**config.mk**
```make
export PLATFORM = sky130hd
export DESIGN_NAME = openframe_gpio_event
export DESIGN_NICKNAME = d
export VERILOG_FILES = /design/src/rtl/openframe_gpio_event.sv
export SDC_FILE = /design/constraint.sdc
export NUM_CORES = 1
export LEC_CHECK = 0
export BUFFER_PORTS_ARGS = -buffer_cell sky130_fd_sc_hd__buf_2
export CORE_ASPECT_RATIO = 0.7
export CORE_UTILIZATION = 54
export DETAILED_ROUTE_END_ITERATION = 6
export PLACE_DENSITY = 0.77
export RECOVER_POWER = 50
export SLEW_MARGIN = 20
export SYNTH_ARGS = -nofsm -noshare
export SYNTH_HDL_FRONTEND = slang
export SYNTH_SLANG_ARGS = --single-unit
```
**constraint.sdc**
```tcl
create_clock -name clock -period 9.6 [get_ports clock]
set_clock_uncertainty 0.05 [all_clocks]
set_input_delay 0.48 -clock clock [delete_from_list [all_inputs] [get_ports clock]]
set_output_delay 0.48 -clock clock [all_outputs]
set_load 0.02 [all_outputs]
```
**src/rtl/openframe_gpio_event.sv**
```systemverilog
// GPIO pad edge monitor: synchronises the pads, detects qualified rising/falling edges and
// queues {pad, polarity} events in a first-word-fall-through FIFO, counting any lost edges.
module openframe_gpio_event #(
    parameter int NPADS = 44,
    parameter int DEPTH = 8
) (
    input  logic             clock,
    input  logic             rstb_l,
    input  logic [NPADS-1:0] gpio_in,
    input  logic [NPADS-1:0] enable_mask,
    input  logic             rise_en,
    input  logic             fall_en,
    output logic [NPADS-1:0] gpio_sync,
    output logic             evt_valid,
    input  logic             evt_ready,
    output logic [5:0]       evt_pad,
    output logic             evt_rising,
    output logic [7:0]       drop_count,
    input  logic             clear_drop
);

    localparam int AW = (DEPTH > 1) ? $clog2(DEPTH) : 1;

    logic [NPADS-1:0] s1, s2, s3;
    logic [1:0]       arm_cnt;
    logic             armed;
    logic [NPADS-1:0] pend_r, pend_f;
    logic [NPADS-1:0] edge_r, edge_f;
    logic [NPADS-1:0] clr_r, clr_f;
    logic [NPADS-1:0] drop_r, drop_f;
    logic             sel_valid;
    logic             sel_rising;
    logic [5:0]       sel_pad;
    logic [6:0]       fifo_mem [DEPTH];
    logic [6:0]       head;
    logic [AW-1:0]    wr_ptr, rd_ptr;
    logic [AW:0]      count;
    logic             full, push, pop;
    logic [15:0]      drop_sum;
    logic [16:0]      drop_total;

    // The arm counter holds off detection until s3 has seen a real sampled level,
    // so pads already high at reset release never produce an event.
    always_ff @(posedge clock or negedge rstb_l) begin
        if (!rstb_l) begin
            s1      <= '0;
            s2      <= '0;
            s3      <= '0;
            arm_cnt <= 2'd0;
        end else begin
            s1 <= gpio_in;
            s2 <= s1;
            s3 <= s2;
            if (arm_cnt != 2'd3) arm_cnt <= arm_cnt + 2'd1;
        end
    end

    assign armed     = (arm_cnt == 2'd3);
    assign gpio_sync = s2;
    assign edge_r    = {NPADS{armed & rise_en}} & enable_mask & s2 & ~s3;
    assign edge_f    = {NPADS{armed & fall_en}} & enable_mask & ~s2 & s3;

    // Lowest pad index wins; rising is served before falling on the same pad.
    always_comb begin
        sel_valid  = 1'b0;
        sel_pad    = '0;
        sel_rising = 1'b0;
        for (int i = 0; i < NPADS; i++) begin
            if (!sel_valid && (pend_r[i] || pend_f[i])) begin
                sel_valid  = 1'b1;
                sel_pad    = 6'(i);
                sel_rising = pend_r[i];
            end
        end
    end

    always_comb begin
        clr_r = '0;
        clr_f = '0;
        for (int i = 0; i < NPADS; i++) begin
            clr_r[i] = push & sel_rising & (sel_pad == 6'(i));
            clr_f[i] = push & ~sel_rising & (sel_pad == 6'(i));
        end
    end

    assign drop_r = edge_r & pend_r & ~clr_r;
    assign drop_f = edge_f & pend_f & ~clr_f;

    // A new edge landing on a bit being pushed this cycle re-arms it rather than being lost.
    always_ff @(posedge clock or negedge rstb_l) begin
        if (!rstb_l) begin
            pend_r <= '0;
            pend_f <= '0;
        end else begin
            pend_r <= enable_mask & ((pend_r & ~clr_r) | edge_r);
            pend_f <= enable_mask & ((pend_f & ~clr_f) | edge_f);
        end
    end

    always_comb begin
        drop_sum = '0;
        for (int i = 0; i < NPADS; i++) begin
            drop_sum = drop_sum + 16'(drop_r[i]) + 16'(drop_f[i]);
        end
    end

    assign drop_total = {9'd0, drop_count} + {1'b0, drop_sum};

    always_ff @(posedge clock or negedge rstb_l) begin
        if (!rstb_l) begin
            drop_count <= '0;
        end else if (clear_drop) begin
            drop_count <= '0;
        end else if (drop_total > 17'd255) begin
            drop_count <= 8'd255;
        end else begin
            drop_count <= drop_total[7:0];
        end
    end

    // FIFO handshake: an entry leaves only on evt_valid & evt_ready; a push into a full
    // FIFO is allowed when the head is popped in the same cycle.
    assign full      = (count == (AW+1)'(DEPTH));
    assign evt_valid = (count != '0);
    assign pop       = evt_valid & evt_ready;
    assign push      = sel_valid & (~full | pop);

    always_ff @(posedge clock or negedge rstb_l) begin
        if (!rstb_l) begin
            wr_ptr <= '0;
            rd_ptr <= '0;
            count  <= '0;
        end else begin
            if (push) wr_ptr <= wr_ptr + AW'(1);
            if (pop)  rd_ptr <= rd_ptr + AW'(1);
            case ({push, pop})
                2'b10:   count <= count + (AW+1)'(1);
                2'b01:   count <= count - (AW+1)'(1);
                default: count <= count;
            endcase
        end
    end

    always_ff @(posedge clock) begin
        if (push) fifo_mem[wr_ptr] <= {sel_pad, sel_rising};
    end

    assign head       = fifo_mem[rd_ptr];
    assign evt_pad    = evt_valid ? head[6:1] : 6'd0;
    assign evt_rising = evt_valid & head[0];

endmodule

```
Yosys cells after proc, flatten, opt, wreduce, memory -nomap -nowiden
Memories as Yosys holds them, arrays and structs flattened.
Cells that the tools add are included.
{"block": "classes", "add_sub_neg": 93, "order_cmp": 1, "n_eq_ne": 48, "muxes": 137, "bitwise_logic": 118, "n_reduce_logical": 133}
{"operator": "$add 16x1->16", "n": 72}
{"operator": "$and 44x44->44", "n": 14}
{"operator": "$mux 6", "n": 43}
{"operator": "$not 44->44", "n": 4}
{"operator": "$eq 6x5->1 const B", "n": 16}
{"operator": "$and 1x1->1", "n": 95}
{"operator": "$mux 1", "n": 91}
{"operator": "$or 44x44->44", "n": 2}
{"operator": "$eq 6x6->1 const B", "n": 12}
{"operator": "$eq 6x4->1 const B", "n": 8}
{"operator": "$logic_or 1x1->1", "n": 44}
{"operator": "$logic_and 1x1->1", "n": 43}
{"operator": "$logic_not 1->1", "n": 43}
{"operator": "$eq 6x3->1 const B", "n": 4}
{"operator": "$add 8x16->17", "n": 1}
{"operator": "$gt 17x8->1 const B", "n": 1}
{"operator": "$add 15x1->16", "n": 1}
{"operator": "$mux 8", "n": 2}
{"operator": "$add 14x1->15", "n": 1}
{"operator": "$add 13x1->14", "n": 1}
{"operator": "$add 12x1->13", "n": 1}
{"operator": "$add 11x1->12", "n": 1}
{"operator": "$eq 6x2->1 const B", "n": 2}
{"operator": "$add 10x1->11", "n": 1}
{"operator": "other kinds (24)", "n": 27}
{"block": "word_totals", "ff_bits": 240, "ram_bits": 56, "inputBits": 94, "output_inout_bits": 60, "wordCells": 541, "n_memories": 1}
{"memory": "fifo_mem", "depth": 8, "width": 7, "rd": 1, "rd_clocked_by_memory_dff": 0, "write_ports": 1, "line_no": "34", "rtl": "logic [6:0] fifo_mem [DEPTH];"}

Logic depth before layout (Yosys ltp)
{"block": "logic_depth", "ltp_word": 227, "ltp_mapped": 39, "ltp_nobuf": 36}

Worst setup path before layout
OpenSTA, ideal clock, no wires.
{"block": "synth_timing", "kind": "reg2reg", "startpoint": "register pend_r[2]", "endpoint": "register drop_count[0]", "setup_ns": 0.078, "arrival_ns": 9.518, "required_time_ns": 9.472, "path_slack_ns": -0.045, "path_stages_with_launch": 38, "path_buffers": 2, "synth_period_minus_slack_ns": 9.645, "cell_sequence": "dfrtp_1 > nor4_1 > nand4_2 > nor4_4 > nand4_2 > o21a_4 > inv_6 > or4_1 > buf_4 > buf_6 > o21ai_1 > or3_1 > fa_1 > inv_1 > fa_1 > fa_1 > inv_1 > fa_1 > (+2 left out) > inv_1 > fa_1 > fa_1 > fa_1 > inv_1 > fa_1 > inv_1 > fa_1 > inv_1 > fa_1 > a21o_1 > a21oi_1 > o21bai_1 > a21oi_1 > nor2b_1 > and3_1 > a22o_1 > a21oi_1"}
{"block": "synth_via", "elab_chain_cells": 222, "word_cells_on_any_way": 442, "cone_classes": "add/sub: 88; order compare: 1; eq/ne: 43; mux: 128; bitwise: 97; reduce/logical: 85"}
{"element": "start: declaration", "line_no": "27", "rtl": "logic [NPADS-1:0] pend_r, pend_f;"}
{"element": "start signal: assignment", "line_no": "95", "rtl": "pend_r <= enable_mask & ((pend_r & ~clr_r) | edge_r);"}
{"element": "$logic_or 1x1->1", "line_no": "69", "rtl": "if (!sel_valid && (pend_r[i] || pend_f[i])) begin"}
{"element": "$logic_and 1x1->1", "line_no": "69"}
{"element": "$mux 1", "line_no": "69"}
{"element": "$logic_not 1->1", "line_no": "69"}
{"element": "$logic_and 1x1->1", "line_no": "69"}
{"element": "$mux 1", "line_no": "69"}
{"element": "$logic_not 1->1", "line_no": "69"}
{"element": "$logic_and 1x1->1", "line_no": "69"}
{"element": "(+136 left out)"}
{"element": "$add 14x1->15", "line_no": "103", "rtl": "drop_sum = drop_sum + 16'(drop_r[i]) + 16'(drop_f[i]);"}
{"element": "$add 15x1->16", "line_no": "103"}
{"element": "$add 16x1->16 (71 in a row)", "line_no": "103"}
{"element": "$add 16x1->16 (*)", "line_no": "103"}
{"element": "$add 8x16->17 (*)", "line_no": "107", "rtl": "assign drop_total = {9'd0, drop_count} + {1'b0, drop_sum};"}
{"element": "$gt 17x8->1", "line_no": "114", "rtl": "end else if (drop_total > 17'd255) begin"}
{"element": "$mux 8 (*)", "line_no": "114"}
{"element": "$mux 8 (*)", "line_no": "112", "rtl": "end else if (clear_drop) begin"}
{"element": "end signal: assignment", "line_no": "117", "rtl": "drop_count <= drop_total[7:0];"}
{"element": "end: declaration", "line_no": "18", "rtl": "output logic [7:0] drop_count,"}
Mark *: on every way between the ends. The rest lies on a longest branch, timed or not.
A chain may end at the register's enable or synchronous reset.

Worst setup path after layout
{"block": "layout_timing", "startpoint": "register pend_r[15]", "endpoint": "register drop_count[3]"}
{"block": "layout_via", "elab_chain_cells": 183, "word_cells_on_any_way": 377, "cone_classes": "add/sub: 88; order compare: 1; eq/ne: 43; mux: 89; bitwise: 97; reduce/logical: 59"}
{"element": "$logic_or 1x1->1", "line_no": "69"}
{"element": "$logic_and 1x1->1", "line_no": "69"}
{"element": "$mux 1", "line_no": "69"}
{"element": "$logic_not 1->1", "line_no": "69"}
{"element": "$logic_and 1x1->1", "line_no": "69"}
{"element": "$mux 1", "line_no": "69"}
{"element": "$logic_not 1->1", "line_no": "69"}
{"element": "$logic_and 1x1->1", "line_no": "69"}
{"element": "(+97 left out)"}
{"element": "$add 14x1->15", "line_no": "103"}
{"element": "$add 15x1->16", "line_no": "103"}
{"element": "$add 16x1->16 (71 in a row)", "line_no": "103"}
{"element": "$add 16x1->16 (*)", "line_no": "103"}
{"element": "$add 8x16->17 (*)", "line_no": "107"}
{"element": "$gt 17x8->1", "line_no": "114"}
{"element": "$mux 8 (*)", "line_no": "114"}
{"element": "$mux 8 (*)", "line_no": "112"}
Marked as above.

==> results.md <==
* GP Congestion at 1.002
* Total CTS buffers at 29
* Max-Cap Viols at 1
* Outcome: finished with violations
* Critical path launch point type: flop
* XOR/XNOR Fraction of Synth Area at 0.008778
* Die Ht at 141.3 um
* Vias at 12.30k
* Post-synth EDFFs at 56
* Final min period at 9.723 ns
* Crit share post-route at 1.013
* Slew margin rel. at -3.140
* I/O pin cnt at 154
* Syn Nets at 1483
* Antenna violations before repair at 0
* Hold Crit Depth at 2
* Final Max Slew Viols at 120
* Layout cells sized above 1 at 0.2919
* Row cnt at 50
* Switching Power at 1.276 mW
* Critical path arrival at 10.17 ns
* Peak supply drop at 171.6 uV
* First-pass GRT wire length at 70830 um
* Share of synthesized cell area in full adder, half adder and majority cells at 0.1409
* Comb pwr share at 0.292
* Post-DP HPWL at 35650 um
* All-Layer GR Usage at 0.3347
* Area Overhead vs Synth at 32.52%
* Ys Warns at 0
* Slowest stage delay, CP at 0.55 ns
* Clock power share at 0.303
* Failing checks: max-capacitance violations, max-slew violations, negative setup slack
* Initial DRC count at 1289
* Multiplexer share of the synthesized area at 0.02792
* Number of routed nets with antenna violations at 0
* Largest net degree at the start of global routing at 120
* Synth area leader: dfrtp_1
* Worst EP required at 10.05 ns
* Sequential share of power at 0.405
* Highest clock rate at 102.8 MHz
* Main combinational cell family by area after synthesis: simple AND/OR/NAND/NOR gates
* Static Leak at 8.916 nW
* 1st-pass router iterations at 5
* WS Path Type: reg2reg
* Synth Register Bits at 296
* Worst min-delay path category: in2reg
* Number of global-route vias before repair at 12.19k
* PnR worst setup slack at -0.1231 ns
* WHS at 0.1012 ns
* Count leader, synth: dfrtp_1
* Switch share at 0.3237
* Final setup violation count at 8
* Drt drc at 0
* Worst setup EP type: flop
* DIE WIDTH at 201.0 um
* Most frequent CP cell: fa_1
* Gr ovfl total at 0
* Top_reg_cell synth: dfrtp_1
* Post-Syn Area at 14970 um2
* Clock Sinks at 296
* Number of diodes at 0
* H-tree depth at 1
* Worst-margin pin slew at 6.211 ns
* Top post-synthesis cells by area: dfrtp_1 40%, edfxtp_1 11%, fa_1 11%
* Fraction of registers with async set/reset at 0.8108
* Simple-gate share of the synthesized area at 0.1562
* Post-synthesis sequential area ratio at 0.5136
* Pwr Total at 3.942 mW
* Post-synthesis instance total at 1269
* Starting Density at 0.5551
* Synth Area in Compound Gates at 0.1095
* CP max stage cell: fa_1
* Avg Vias per Cell at 5.835
* Core area at 26960 um2
* CTS root buf: clkbuf_16
* Top-area cell type share of the netlist area at 0.4013
* Mapped Avg Cell Area at 11.79 um2
* CTS tree: built
* Clk slew on worst S/H paths at 0.07 ns
* Post-DR wirelength/cell at 22.25 um
* Routed wire length at 46900 um
* I/O Buffers at 153
* Pwr Density at 198.8 nW/um2
* Clock buffer depth at 3
* Die area at 28400 um2
* Largest fanout on the critical path at 8
* Fin. Hold Viols at 0
* R2R depth at 39
* Total Nets Final at 1935
* Clk_lat worst skew at 0.57 ns
* Commonest cells post-synth: 240 x dfrtp_1, 134 x inv_1, 90 x a21oi_1, 81 x fa_1, 65 x nand3b_1
* Internal power at 2.666 mW
* Synth unique cells at 68
* RSZ-0062 raised after global routing: true
## cell usage in the layout (no fill, tap or decap), drive strengths merged, types with 4 or more instances in the layout
| cell | count |
|---|---|
| nor2b | 8 |
| a21oi | 90 |
| clkbuf | 91 |
| xor2 | 4 |
| a21o | 6 |
| nand3b | 65 |
| dlygate4sd3 | 45 |
| nand4 | 17 |
| xnor2 | 11 |
| o31ai | 12 |
| or2 | 6 |
| and2 | 5 |
| mux2i | 8 |
| a211oi | 5 |
| o2111ai | 4 |
| nand2 | 40 |
| bufinv | 4 |
| fa | 81 |
| nor3 | 44 |
| clkinv | 9 |
| buf | 345 |
| o211ai | 6 |
| o21ai | 67 |
| mux4 | 14 |
| nor2 | 50 |
| o21a | 44 |
| edfxtp | 56 |
| or3 | 39 |
| nor3b | 27 |
| or4 | 11 |
| dfrtp | 240 |
| nor4 | 29 |
| ha | 39 |
| nand3 | 34 |
| inv | 140 |
## registers in the layout, summed over array words and instances, names as in the netlist
register,flops
arm_cnt,2
count,4
drop_count,8
fifo_mem,56
gpio_sync,44
pend_f,44
pend_r,44
rd_ptr,3
s1,44
s3,44
wr_ptr,3
## cells by family after synthesis
family	after synthesis
AND/OR/NAND/NOR	388
XOR/XNOR	15
flip-flops	296
adder cells (fa/ha/maj)	120
buffers and inverters	162
multiplexers	24
AO/OA/AOI/OAI	264
## repair_timing
action	4_1_cts	5_1_grt
endpoints found under the setup margin	8	8
buffers inserted	7	18
hold buffers	45	0
gates resized for setup	35	67
pin swaps	10	53
hold endpoints to repair	79	0
## final timing paths
path                            startpoint            end  slack (ns)
min in group asynchronous           rstb_l         s1[12]        2.69
max                             pend_r[15]  drop_count[3]       -0.12
min                        enable_mask[11]     pend_r[11]        0.10
max in group asynchronous           rstb_l     pend_f[26]        2.31
min reg2reg                          s1[6]   gpio_sync[6]        0.30
max reg2reg                     pend_r[15]  drop_count[3]       -0.12
## worst max-delay path: cells and delay by family, from the launching register on
kind,cells,cell delay (ns)
and+or+nand+nor,6,1.16
adders and majority gates,11,5.13
DFF,1,0.44
buffers and inverters,12,1.02
AOI/OAI and AO/OA,10,1.84
## through the flow
step           std cells  TNS, ns  area, um2  setup slack [ns]    util
2_1_floorplan       1269        0      15000          0.006004       -
3_3_place_gp        1986   -4.533      17860           -0.5685  0.6623
3_5_place_dp        1986   -6.036      17860           -0.7658  0.6625
4_1_cts             2092  -0.6543      19510           -0.1002  0.7234
5_1_grt             2108   -3.049      19830           -0.3876  0.7356
6_report            2108  -0.8899      19830           -0.1231  0.7356
## per-layer routing
metal	GRT usage	vias to the layer above	routed length, um
li1	-	5469	-
met1	0.5097	6126	20740
met2	0.4700	632	19530
met3	0.1068	74	5562
met4	0.06991	0	1066
met5	0	-	0
## final cells by class
type / instances / area [um2]
Timing Repair Buffer: 448 / 3092
Clock buffer: 33 / 760.7
Inverter: 135 / 511.7
Sequential cell: 296 / 7695
Tap cell: 364 / 455.4
Clock inverter: 21 / 234.0
Fill cell: 1877 / 7129
Multi-Input combinational cell: 811 / 7086
## power groups by stage
| stage | clock network, mW | registers [mW] | logic, mW |
|---|---|---|---|
| after global routing | 1.26 | 1.61 | 1.23 |
| after global placement | 0 | 1.60 | 0.996 |
| after floorplan | 0 | 1.55 | 0.575 |
| after detailed placement | 0 | 1.60 | 1.02 |
| final | 1.20 | 1.60 | 1.15 |
| after CTS | 1.21 | 1.59 | 1.07 |
Power figures use the tool's default switching activity.
